### src/rtl/pht_update_sched.sv
// Branch-update scheduler: serialises dual-lane branch resolutions onto the single
// PHT write port, drives the GHR shift, and runs the weakly-not-taken table init.
module pht_update_sched #(
   parameter int IDX_W = 6,
   parameter int DEPTH = 4
) (
   input  logic             clk,
   input  logic             reset,
   input  logic             reinit,
   input  logic             br0_valid,
   input  logic [IDX_W-1:0] br0_pc,
   input  logic [IDX_W-1:0] br0_ghr,
   input  logic             br0_taken,
   input  logic             br1_valid,
   input  logic [IDX_W-1:0] br1_pc,
   input  logic [IDX_W-1:0] br1_ghr,
   input  logic             br1_taken,
   output logic             stall,
   output logic             init_busy,
   output logic             pht_we,
   output logic [IDX_W-1:0] pht_index,
   output logic [1:0]       pht_op,
   output logic             ghr_shift,
   output logic             ghr_bit
);

   localparam int CW = $clog2(DEPTH + 1);
   localparam int PW = (DEPTH > 1) ? $clog2(DEPTH) : 1;

   typedef enum logic {S_INIT, S_RUN} state_t;

   state_t           state_q;
   logic [IDX_W-1:0] init_cnt_q;
   logic [PW-1:0]    wr_ptr_q, wr_ptr_d, rd_ptr_q, rd_ptr_d, wr1_ptr;
   logic [CW-1:0]    cnt_q, cnt_d;
   logic [IDX_W-1:0] idx_mem [DEPTH];
   logic             tkn_mem [DEPTH];
   logic             push0, push1, pop;

   function automatic logic [PW-1:0] ptr_inc(input logic [PW-1:0] p);
      return (p == PW'(DEPTH - 1)) ? '0 : p + 1'b1;
   endfunction

   assign init_busy = (state_q == S_INIT);
   // Depends only on registered occupancy: a free pair of slots is guaranteed when low.
   assign stall     = (state_q == S_INIT) || (cnt_q > CW'(DEPTH - 2));

   always_comb begin
      push0    = !reinit && !stall && br0_valid;
      push1    = !reinit && !stall && br1_valid;
      pop      = (state_q == S_RUN) && (cnt_q != '0);
      wr1_ptr  = push0 ? ptr_inc(wr_ptr_q) : wr_ptr_q;
      wr_ptr_d = push1 ? ptr_inc(wr1_ptr) : wr1_ptr;
      rd_ptr_d = pop ? ptr_inc(rd_ptr_q) : rd_ptr_q;
      cnt_d    = cnt_q + CW'(push0) + CW'(push1) - CW'(pop);
   end

   always_ff @(posedge clk) begin
      if (push0) begin
         idx_mem[wr_ptr_q] <= br0_pc ^ br0_ghr;
         tkn_mem[wr_ptr_q] <= br0_taken;
      end
      if (push1) begin
         idx_mem[wr1_ptr] <= br1_pc ^ br1_ghr;
         tkn_mem[wr1_ptr] <= br1_taken;
      end
   end

   always_ff @(posedge clk or negedge reset) begin
      if (!reset) begin
         state_q    <= S_INIT;
         init_cnt_q <= '0;
         wr_ptr_q   <= '0;
         rd_ptr_q   <= '0;
         cnt_q      <= '0;
         pht_we     <= 1'b0;
         pht_index  <= '0;
         pht_op     <= 2'b00;
         ghr_shift  <= 1'b0;
         ghr_bit    <= 1'b0;
      end else if (reinit) begin
         state_q    <= S_INIT;
         init_cnt_q <= '0;
         wr_ptr_q   <= '0;
         rd_ptr_q   <= '0;
         cnt_q      <= '0;
         pht_we     <= 1'b0;
         ghr_shift  <= 1'b0;
      end else begin
         wr_ptr_q <= wr_ptr_d;
         rd_ptr_q <= rd_ptr_d;
         cnt_q    <= cnt_d;
         case (state_q)
            S_INIT: begin
               pht_we     <= 1'b1;
               pht_op     <= 2'b10;
               pht_index  <= init_cnt_q;
               ghr_shift  <= 1'b0;
               init_cnt_q <= init_cnt_q + 1'b1;
               if (init_cnt_q == '1) state_q <= S_RUN;
            end
            S_RUN: begin
               if (pop) begin
                  pht_we    <= 1'b1;
                  pht_index <= idx_mem[rd_ptr_q];
                  pht_op    <= {1'b0, tkn_mem[rd_ptr_q]};
                  ghr_shift <= 1'b1;
                  ghr_bit   <= tkn_mem[rd_ptr_q];
               end else begin
                  pht_we    <= 1'b0;
                  ghr_shift <= 1'b0;
               end
            end
            default: state_q <= S_INIT;
         endcase
      end
   end

endmodule

### config.mk
export PLATFORM = sky130hd
export DESIGN_NAME = pht_update_sched
export DESIGN_NICKNAME = d
export VERILOG_FILES = /design/src/rtl/pht_update_sched.sv
export SDC_FILE = /design/constraint.sdc
export NUM_CORES = 1
export LEC_CHECK = 0
export ABC_AREA = 0
export CAP_MARGIN = 30
export CORE_ASPECT_RATIO = 0.6
export CORE_MARGIN = 2
export CORE_UTILIZATION = 45
export CTS_CLUSTER_SIZE = 20
export DETAILED_ROUTE_END_ITERATION = 10
export GPL_TIMING_DRIVEN = 0
export HOLD_SLACK_MARGIN = 0.08
export PLACE_DENSITY = 0.79
export SYNTH_ARGS = -nofsm -noshare
export SYNTH_HDL_FRONTEND = slang
export SYNTH_SLANG_ARGS = --single-unit
### constraint.sdc
create_clock -name clk -period 2.65 [get_ports clk]
set_input_delay 0.53 -clock clk [delete_from_list [all_inputs] [get_ports clk]]
set_output_delay 0.53 -clock clk [all_outputs]
set_load 0.01 [all_outputs]
==> flow_metrics.py <==
metrics = {
    "synthesis": {
        "postSynthCellCount": 226,
        "synth-seq-area-share": 0.505,
        "synth_top_area_frac": 0.290,
        "synth_seq_cells": 53,
        "ys_async_sr_fraction": 0.472,
        "yosysUniqueCellTypes": 34,
        "synth_edf_count": 28,
        "yosys.area.top_type": "edfxtp_1",
        "syn_area_um2": 2900,
        "yosysWarningCount": 0,
        "syn_area_per_cell_um2": 12.8,
        "syn-num-nets": 271,
        "synth_area_leaders": "edfxtp_1 (29%), dfrtp_1 (22%), mux2i_1 (11%)",
        "ys.flop_type": "edfxtp_1",
    },
    "route": {
        "wirelength_um": 5790,
        "first_iter_violations": 101,
        "vias": 1927,
        "drt_first_pass_iters": 4,
        "ant_nets": 0,
        "via_per_inst": 5.24,
        "drt-wirelength-per-cell_um": 15.7,
        "drcViolationCount": 0,
    },
    "die": {
        "start_util": 0.471,
        "die_area_um2": 7130,
        "rows": 22,
        "pin_count": 44,
        "core-area_um2": 6170,
        "die_w_um": 108,
        "dieHeight_um": 66.2,
    },
    "sta": {
        "finalCritPeriodShare": 0.952,
        "setup_slack_ns": 0.128,
        "setup_viol": 0,
        "max_freq_mhz": 396,
        "worstMarginPinSlew_ns": 0.604,
        "timing.slew.headroom": 0.596,
        "rsz0062_at_grt": "false",
        "hold_violations": 0,
        "drv_slew": 0,
        "period_needed_ns": 2.52,
        "tns_ns": 0,
        "clock_skew_ns": 0.00884,
    },
    "placed_design": {
        "port_buffers": 42,
        "place_inst": 357,
        "place_ws_ns": -0.516,
        "finalWeightedCongestion": 0.801,
        "dp_hpwl_um": 4370,
    },
    "global_route": {
        "grt_pass1_wl_um": 9610,
        "grt_use_total": 0.180,
        "grt_max_degree": 16,
        "overflow": 0,
        "antenna_found_initial": 0,
        "grt_pass1_vias": 1877,
    },
    "job": {
        "drv_cap": 0,
    },
    "worst_setup_path": {
        "cp-start-kind": "flop",
        "r2r_start": "cnt_q[2]",
        "critical_path_class": "reg2reg",
        "crit_required_ns": 2.89,
        "cp_top_family": "adder cells",
        "crit_fanout": 7,
        "reg2reg_to": "cnt_q[1]",
        "worstPathArrival_ns": 2.76,
        "cp_slowest_stage_delay_ns": 0.45,
        "crit_buf_inv": 3,
        "r2r_cells": 9,
        "ff2ff_setup_slack_ns": 0.13,
        "path_cells": "nor3b_4, o2111ai_4, buf_6, ha_1, inv_1, fa_1, inv_1, fa_1, nor2_1",
        "cp-end-kind": "flop",
        "slowest_stage": "dfrtp_2",
    },
    "pwr": {
        "seqPwrFrac": 0.555,
        "power-per-cell-area_nw_per_um2": 442,
        "irDropWorstVdd_uv": 212,
        "internal-power_mw": 1.26,
        "p_comb_frac": 0.112,
        "p_sw_frac": 0.217,
        "power.switching_mw": 0.351,
        "leakage_nw": 1.54,
        "clkPwrFrac": 0.334,
    },
    "min_path": {
        "whs_path_depth": 2,
        "worstHoldStart": "pht_op[1]",
        "hold_class": "reg2reg",
        "holdPathEnd": "pht_op[1]",
    },
    "finish": {
        "fill_cells": 528,
        "multi_input_area_um2": 1390,
        "final_common_cell": "clkdlybuf4s50_1",
        "seq_area_um2": 1470,
        "mostFrequentLayoutCells": "clkdlybuf4s50_1 (41), mux2i_1 (32), edfxtp_1 (28), nor2_1 (22), dfrtp_1 (22)",
        "antennaDiodeCount": 0,
        "fin_nets": 328,
        "layoutNonFillerInstCount": 368,
        "syn_to_final_growth_pct": 25.9,
        "drive_gt1_frac": 0.158,
    },
    "clock_tree": {
        "numClockSinks": 53,
        "clock_latency_ns": 0.31,
        "cts_made_buffers": 5,
        "htreeDepth": 2,
        "cts_root_buf": "clkbuf_8",
        "cts_tree": "yes",
        "clockBufferDepth": 2,
        "clkTransAtPathRegs_ns": 0.09,
    },
    "run_status": {
        "status": "finished, final reports clean",
    },
}
-- layer usage --
layer  global-route usage  vias up  wire length, um
met5                    0        -                0
met4               0.0433        0               51
met3               0.0374        6              345
met2                0.291       54             2600
met1                0.251      945             2790
li1                     -      922                -
-- per-stage QoR --
step / total power, mW / hold slack, ns / util / instance area [um^2]
4_1_cts: 1.63 / 0.508 / 0.584 / 3600
2_1_floorplan: 0.997 / 0.234 / - / 2900
3_5_place_dp: 1.10 / 0.483 / 0.562 / 3460
5_1_grt: 1.68 / 0.544 / 0.593 / 3660
3_3_place_gp: 1.09 / 0.482 / 0.556 / 3430
6_report: 1.62 / 0.502 / 0.593 / 3660
-- worst max path at each step --
| stage | from | endpoint | slack [ns] | cells past startpoint |
|---|---|---|---|---|
| after floorplan | cnt_q[1] | idx_mem[0][0] | 0.12 | 8 |
| after global placement | br0_valid | idx_mem[3][3] | -0.50 | 7 |
| after detailed placement | br0_valid | idx_mem[1][3] | -0.52 | 8 |
| after CTS | cnt_q[1] | idx_mem[1][3] | 0.02 | 9 |
| after global routing | cnt_q[0] | cnt_q[1] | 0.003 | 9 |
| final | cnt_q[2] | cnt_q[1] | 0.13 | 9 |
-- sequential cells by signal, summed over array words and instances, names as in the netlist --
signal,count
ghr_bit,1
state_q,1
rd_ptr_q,2
pht_we,1
pht_op,2
pht_index,6
idx_mem,24
ghr_shift,1
tkn_mem,4
wr_ptr_q,2
init_cnt_q,6
cnt_q,3
-- cells by family (layout without fill, tap and decap cells) --
family	after synthesis	after routing	synth area share
buffers and inverters	25	83	0.0349
adders and majority gates	14	14	0.0655
muxes	45	45	0.193
DFF	53	53	0.505
AOI/OAI and AO/OA	28	28	0.0608
and+or+nand+nor	44	44	0.0897
xor gates and xnor gates	17	17	0.0513
-- cell type report --
| type | count | area share |
|---|---|---|
| inverters | 17 | 0.0175 |
| repair buffers | 50 | 0.132 |
| clock inverters | 2 | 0.00924 |
| plain buffers | 8 | 0.0103 |
| clock buffers | 6 | 0.0198 |
| flip-flops and latches | 53 | 0.402 |
| well taps | 84 | 0.0287 |
| multi-input cells | 148 | 0.380 |
-- cells in the mapped netlist (3+ instances only) --
| cell type | count |
|---|---|
| inv_1 | 17 |
| edfxtp_1 | 28 |
| clkbuf_1 | 4 |
| a21oi_1 | 11 |
| nand3_4 | 4 |
| nand2_1 | 4 |
| buf_2 | 3 |
| ha_1 | 12 |
| nor3_1 | 5 |
| nor2_1 | 22 |
| mux2_4 | 4 |
| xnor2_1 | 14 |
| mux4_2 | 7 |
| dfrtp_1 | 25 |
| xor2_1 | 3 |
| o21ai_0 | 10 |
| mux2i_1 | 33 |
-- power by group through the flow --
stage          combinational (mW)  sequential, mW  clock [mW]
3_3_place_gp                0.173           0.914           0
5_1_grt                     0.201           0.899       0.580
3_5_place_dp                0.181           0.914           0
6_report                    0.181           0.896       0.539
4_1_cts                     0.183           0.896       0.547
2_1_floorplan              0.0788           0.918           0
-- timing repair --
item                       4_1_cts  5_1_grt
hold buffers                     0        0
pin swaps                        1        2
setup buffers                    1        2
resized for setup                6       10
setup endpoints to repair       29       22
-- worst min-delay path, cell delays in order (launching register included) --
cell and delay [ns]:
dfrtp_1 0.36, a21oi_1 0.04, nor2_1 0.07
No activity file was read; power rests on OpenSTA's default activity.
